[config.mk]
export PLATFORM = sky130hd
export DESIGN_NAME = bin_to_seg7_multi
export DESIGN_NICKNAME = d
export VERILOG_FILES = /design/src/rtl/seg7_pkg.sv /design/src/rtl/bin2bcd_serial.sv /design/src/rtl/bin_to_seg7_multi.sv
export SDC_FILE = /design/constraint.sdc
export NUM_CORES = 1
export LEC_CHECK = 0
export BUFFER_PORTS_ARGS = -buffer_cell sky130_fd_sc_hd__clkbuf_2
export CAP_MARGIN = 0
export CORE_UTILIZATION = 50
export DETAILED_ROUTE_END_ITERATION = 8
export HOLD_SLACK_MARGIN = 0.05
export PLACE_DENSITY = 0.72
export SETUP_SLACK_MARGIN = 0.5
export SYNTH_ARGS = -nofsm -noshare
export SYNTH_HDL_FRONTEND = slang
export SYNTH_SLANG_ARGS = --single-unit
[constraint.sdc]
create_clock -name CLK -period 4.46 [get_ports CLK]
set_input_delay 0.446 -clock CLK [delete_from_list [all_inputs] [get_ports CLK]]
set_output_delay 0.446 -clock CLK [all_outputs]
set_load 0.05 [all_outputs]
[src/rtl/seg7_pkg.sv]
// Shared definitions for the multi-channel binary-to-seven-segment driver:
// segment patterns, encoder, BCD digit-count helper and the control FSM states.
package seg7_pkg;

  localparam logic [6:0] SEG_DASH  = 7'h40;
  localparam logic [6:0] SEG_BLANK = 7'h00;

  // Nibble codes outside 0..9 select the non-numeric glyphs.
  localparam logic [3:0] NIB_DASH  = 4'hA;
  localparam logic [3:0] NIB_BLANK = 4'hF;

  typedef enum logic [1:0] {
    ST_IDLE,
    ST_LOAD,
    ST_SHIFT,
    ST_COMMIT
  } state_e;

  function automatic logic [6:0] seg7_enc(input logic [3:0] nibble, input logic active_low);
    logic [6:0] pat;
    case (nibble)
      4'd0:     pat = 7'h3F;
      4'd1:     pat = 7'h06;
      4'd2:     pat = 7'h5B;
      4'd3:     pat = 7'h4F;
      4'd4:     pat = 7'h66;
      4'd5:     pat = 7'h6D;
      4'd6:     pat = 7'h7D;
      4'd7:     pat = 7'h27;
      4'd8:     pat = 7'h7F;
      4'd9:     pat = 7'h6F;
      NIB_DASH: pat = SEG_DASH;
      default:  pat = SEG_BLANK;
    endcase
    return active_low ? ~pat : pat;
  endfunction

  // 1233/4096 approximates log10(2), giving the decimal digits of 2**width-1.
  function automatic int bcd_digits(input int width);
    return (width * 1233) / 4096 + 1;
  endfunction

endpackage

[src/rtl/bin2bcd_serial.sv]
// Serial double-dabble converter: one LOAD cycle on start, then WIDTH shift cycles.
// done is high during the final shift cycle; bcd holds the result from the next cycle on.
module bin2bcd_serial
  import seg7_pkg::*;
#(
  parameter int WIDTH = 8,
  parameter int BDIG  = bcd_digits(WIDTH)
) (
  input  logic              CLK,
  input  logic              NRST,
  input  logic              start,
  input  logic [WIDTH-1:0]  bin,
  output logic              busy,
  output logic              done,
  output logic [4*BDIG-1:0] bcd
);

  localparam int CNT_W = $clog2(WIDTH + 1);

  logic [WIDTH-1:0]  bin_q, bin_d;
  logic [4*BDIG-1:0] bcd_q, bcd_d, adj;
  logic [CNT_W-1:0]  cnt_q;

  always_comb begin
    adj = bcd_q;
    for (int i = 0; i < BDIG; i++) begin
      if (bcd_q[4*i +: 4] >= 4'd5) adj[4*i +: 4] = bcd_q[4*i +: 4] + 4'd3;
    end
    {bcd_d, bin_d} = {adj, bin_q} << 1;
  end

  always_ff @(posedge CLK or negedge NRST) begin
    if (!NRST) begin
      bin_q <= '0;
      bcd_q <= '0;
      cnt_q <= '0;
    end else if (start) begin
      bin_q <= bin;
      bcd_q <= '0;
      cnt_q <= CNT_W'(WIDTH);
    end else if (cnt_q != '0) begin
      bin_q <= bin_d;
      bcd_q <= bcd_d;
      cnt_q <= cnt_q - 1'b1;
    end
  end

  assign busy = (cnt_q != '0);
  assign done = (cnt_q == CNT_W'(1));
  assign bcd  = bcd_q;

endmodule

[src/rtl/bin_to_seg7_multi.sv]
// Multi-channel binary-to-decimal seven-segment driver sharing one serial BCD core
// round-robin across channels, with leading-zero blanking and overflow dashes.
module bin_to_seg7_multi
  import seg7_pkg::*;
#(
  parameter int CH             = 2,
  parameter int WIDTH          = 8,
  parameter int DIGITS         = 3,
  parameter bit SEG_ACTIVE_LOW = 1'b1
) (
  input  logic                   CLK,
  input  logic                   NRST,
  input  logic                   en,
  input  logic                   blank_lz,
  input  logic [CH*WIDTH-1:0]    val,
  output logic [CH*DIGITS*7-1:0] seg,
  output logic [CH-1:0]          ovf,
  output logic                   frame_done
);

  localparam int BDIG = bcd_digits(WIDTH);
  localparam int NDIG = (BDIG > DIGITS) ? BDIG : DIGITS;
  localparam int CH_W = (CH > 1) ? $clog2(CH) : 1;
  localparam logic [CH_W-1:0] CH_LAST   = CH_W'(CH - 1);
  localparam logic [6:0]      BLANK_PAT = seg7_enc(NIB_BLANK, SEG_ACTIVE_LOW);

  state_e                 state_q, state_d;
  logic [CH_W-1:0]        ch_q, ch_d;
  logic [CH*DIGITS*7-1:0] seg_q;
  logic [CH-1:0]          ovf_q;
  logic                   frame_done_q;

  logic                   core_start, core_busy, core_done;
  logic [WIDTH-1:0]       core_bin;
  logic [4*BDIG-1:0]      core_bcd;
  logic                   last_ch;

  logic [4*NDIG-1:0]      bcd_ext;
  logic [DIGITS*7-1:0]    seg_new;
  logic                   ovf_new;
  logic                   all_zero;
  logic [3:0]             code;

  assign last_ch    = (ch_q == CH_LAST);
  assign core_start = (state_q == ST_LOAD);
  assign core_bin   = val[int'(ch_q)*WIDTH +: WIDTH];

  bin2bcd_serial #(
    .WIDTH (WIDTH),
    .BDIG  (BDIG)
  ) u_core (
    .CLK   (CLK),
    .NRST  (NRST),
    .start (core_start),
    .bin   (core_bin),
    .busy  (core_busy),
    .done  (core_done),
    .bcd   (core_bcd)
  );

  always_comb begin
    state_d = state_q;
    ch_d    = ch_q;
    case (state_q)
      ST_IDLE:  if (en) state_d = ST_LOAD;
      ST_LOAD:  state_d = ST_SHIFT;
      ST_SHIFT: if (core_done || !core_busy) state_d = ST_COMMIT;
      ST_COMMIT: begin
        if (last_ch) begin
          ch_d    = '0;
          state_d = en ? ST_LOAD : ST_IDLE;
        end else begin
          ch_d    = ch_q + 1'b1;
          state_d = ST_LOAD;
        end
      end
      default:  state_d = ST_IDLE;
    endcase
  end

  // Decode the finished BCD word; scan digits from the top so blanking sees all higher zeros.
  always_comb begin
    bcd_ext               = '0;
    bcd_ext[4*BDIG-1:0]   = core_bcd;
    ovf_new               = 1'b0;
    all_zero              = 1'b1;
    code                  = NIB_BLANK;
    seg_new               = '0;
    for (int i = DIGITS; i < NDIG; i++) begin
      if (bcd_ext[4*i +: 4] != 4'd0) ovf_new = 1'b1;
    end
    for (int d = DIGITS - 1; d >= 0; d--) begin
      all_zero = all_zero && (bcd_ext[4*d +: 4] == 4'd0);
      if (ovf_new)                          code = NIB_DASH;
      else if (d > 0 && blank_lz && all_zero) code = NIB_BLANK;
      else                                  code = bcd_ext[4*d +: 4];
      seg_new[7*d +: 7] = seg7_enc(code, SEG_ACTIVE_LOW);
    end
  end

  always_ff @(posedge CLK or negedge NRST) begin
    if (!NRST) begin
      state_q      <= ST_IDLE;
      ch_q         <= '0;
      seg_q        <= {CH*DIGITS{BLANK_PAT}};
      ovf_q        <= '0;
      frame_done_q <= 1'b0;
    end else begin
      state_q      <= state_d;
      ch_q         <= ch_d;
      frame_done_q <= (state_q == ST_COMMIT) && last_ch;
      if (state_q == ST_COMMIT) begin
        for (int c = 0; c < CH; c++) begin
          if (ch_q == CH_W'(c)) begin
            seg_q[c*DIGITS*7 +: DIGITS*7] <= seg_new;
            ovf_q[c]                      <= ovf_new;
          end
        end
      end
    end
  end

  assign seg        = seg_q;
  assign ovf        = ovf_q;
  assign frame_done = frame_done_q;

endmodule

==> results by group <==
Global route
  – Gr ovfl total: 0
  – Vias in the first global route: 2545
  – Initial antenna violation count: 0
  – GRT Util Overall: 20.2%
  – First-pass GRT wire length: 11900 um
  – Largest net degree at the start of global routing: 44

Worst setup path
  – Slowest stage delay, CP: 0.90 ns
  – Worst reg2reg endpoint: u_core.bin_q[3]$_DFFE_PN0P_
  – Reg2Reg Setup Slack: 2.22 ns
  – Critical Path End Type: flop
  – Startpoint Class: flop
  – Crit path cell chain: inv_1 > ha_1 > nor3b_4 > nor2b_1 > a211oi_1 > a21oi_1
  – Slowest-stage cell, CP: nor3b_4
  – Levels on crit path: 6
  – Worst EP required: 4.67 ns
  – Worst-path maximum fanout: 32
  – Buf/Inv on CP: 1
  – Reg2Reg Depth: 6
  – Critical Path AT: 2.45 ns
  – Reg-to-reg startpoint: u_core.cnt_q[0]$_DFFE_PN0P_
  – CP top delay family: simple AND/OR/NAND/NOR gates
  – WS Path Type: flop to flop

STA
  – Clk_skew: 0.00938 ns
  – Max Clk Rate: 447 MHz
  – Crit share post-route: 50.1%
  – Crit path time final: 2.24 ns
  – Max-slew violations: 0
  – WHS: 0.210 ns
  – Worst-Margin Slew: 1.07 ns
  – Setup Viol. Count Final: 0
  – Relative slew slack: 28.3%
  – Final setup TNS: 0 ns
  – RSZ-0062 raised after global routing: no
  – Final Hold Viols: 0

Drt
  – Met3 Routed Length: 265 um
  – ANT nets after route: 0
  – Final wirelength: 7360 um
  – Iteration-0 DRC Markers: 131
  – Top Layer Used: met4
  – Metal2 WL: 3420 um
  – Via count: 2917
  – DR WL/cell: 13.3 um
  – Wire length on met1: 3570 um
  – Detailed Routing Iterations Pass 1: 4
  – DRC Markers: 0
  – Via-to-Cell Ratio: 5.28

Clock network
  – H-tree levels: 3
  – Clk Latency, worst-skew pair: 0.35 ns
  – CTS root buf: clkbuf_8
  – Max clock buf depth: 2
  – Num CTS Buffers: 9
  – Worst-path clk slew: 0.07 ns
  – # resized after CTS: 0
  – CTS tree: yes
  – # clock sinks: 70
  – Post-CTS Setup Inserts: 0
  – CTS Hold Bufs: 0

Hold path
  – Hold crit path type: input port to asynchronous set/reset pin

Floorplanning
  – Initial Util: 51.7%
  – Ports: 65
  – Die area: 7810 um^2
  – Die height: 88.4 um
  – Std-Cell Rows: 31
  – Placeable Area: 7210 um^2
  – Die width: 88.4 um

Final layout
  – Most common cell after layout, fill and taps aside: clkbuf_2
  – Antenna diodes: 0
  – Layout area overhead: 14.6%
  – Area of the multi-input gates: 1720 um^2
  – Share of cells above drive strength 1: 28.9%
  – Fillers: 649
  – Nets@finish: 489
  – Most frequent cells in the layout: clkbuf_2 (61), nand2_1 (59), o21ai_0 (51), dfstp_2 (42), a21oi_1 (30)
  – Storage element area: 1800 um^2

Placed design
  – DPL Wire Length: 5050 um
  – Port Buffers: 62
  – RePlAce Congestion: 0.784

Logic synthesis
  – Mapped Area: 3730 um^2
  – Yosys top cell by area: dfstp_2
  – Async S/R FF share, synth: 100%
  – Top cells by area, synth: dfstp_2 (30%), dfrtp_1 (19%), ha_1 (7.0%)
  – Synth Flop Type: dfstp_2
  – Yosys warning count: 0
  – Synth cell types: 47
  – Yosys top cell area share: 29.6%
  – Seq/Total Area, Yosys: 48.4%
  – Cells after Synth: 398
  – #FFs+latches synth: 70
  – EDFF count, synth: 0
  – Avg Inst Size Synth: 9.37 um^2

Job
  – Max Cap Viol: 0

Run status
  – Status: completed
-- metrics by stage --
step / instances / utilization (%) / setup slack, ns / instance area, um^2
finish: 552 / 59.2 / 2.22 / 4270
global route: 552 / 59.2 / 1.97 / 4270
CTS: 552 / 59.2 / 2.21 / 4270
detailed placement: 536 / 56.2 / 2.23 / 4060
global placement: 536 / 56.2 / 2.32 / 4060
floorplan: 399 / - / 2.75 / 3730
-- worst reg2reg max path, delay by kind of cell (launching register included) --
kind / cells / cell delay, ns
AO/OA/AOI/OAI: 2 / 0.35
adder cells (fa/ha/maj): 1 / 0.23
buffers and inverters: 1 / 0.12
flip-flops: 1 / 0.40
AND/OR/NAND/NOR: 2 / 1.01
-- cell families (layout without fill, tap and decap cells) --
kind of cell	Yosys count	count (layout)	share of synthesized area (%)
AO/OA/AOI/OAI	128	128	20.3
XOR/XNOR	3	3	0.705
adder cells (fa/ha/maj)	21	21	7.05
buffers and inverters	46	100	5.77
flip-flops	70	70	48.4
multiplexers	11	11	3.09
other	1	2	0.101
AND/OR/NAND/NOR	118	118	14.6
-- routing by layer --
metal,up-vias,global-route usage [%]
li1,1477,-
met2,71,32.2
met4,0,9.38
met3,8,4.20
met5,-,0
met1,1361,26.5
-- synthesized netlist by cell type (3+ instances only) --
library cell and n:
nand2_1 59, clkbuf_1 11, buf_4 4, nor3_1 6, o21ai_0 51, a211oi_1 16
or4_1 3, o21ai_1 7, nor2_1 24, ha_1 21, nor2b_1 9, and2_1 3
dfrtp_1 28, mux2_2 4, o311ai_0 3, dfstp_2 42, mux2i_1 7, a21oi_1 30
nand2b_1 3, o22ai_1 3, inv_1 18, buf_2 10, nand3_1 3
-- area by class of cell --
cell class | count | share of cell area [%]
clock buffers | 9 | 2.90
clock inverters | 7 | 2.17
inverters | 18 | 1.58
multi-input cells | 283 | 40.2
flip-flops and latches | 70 | 42.2
well taps | 99 | 2.90
repair buffers | 66 | 7.97
-- flip-flops by register name (all words and copies together), names as in the netlist --
signal and flops:
state_q 2, u_core.cnt_q 4, ch_q 1, u_core.bcd 12, seg 42, frame_done 1, u_core.bin_q 8
-- worst max path at each step --
stage / startpoint / to / slack (ns)
after floorplan: u_core.bcd[9]$_DFFE_PN0P_ / u_core.bcd[10]$_DFFE_PN0P_ / 2.75
after global placement: u_core.cnt_q[0]$_DFFE_PN0P_ / u_core.bin_q[6]$_DFFE_PN0P_ / 2.32
after detailed placement: u_core.cnt_q[0]$_DFFE_PN0P_ / u_core.bin_q[6]$_DFFE_PN0P_ / 2.23
after CTS: u_core.cnt_q[0]$_DFFE_PN0P_ / u_core.bin_q[2]$_DFFE_PN0P_ / 2.21
after global routing: u_core.cnt_q[0]$_DFFE_PN0P_ / u_core.bin_q[6]$_DFFE_PN0P_ / 1.97
final: u_core.cnt_q[0]$_DFFE_PN0P_ / u_core.bin_q[3]$_DFFE_PN0P_ / 2.22
Power is not shown: default switching activity piles up to over one toggle a cycle in this logic, so the estimate is an artifact.
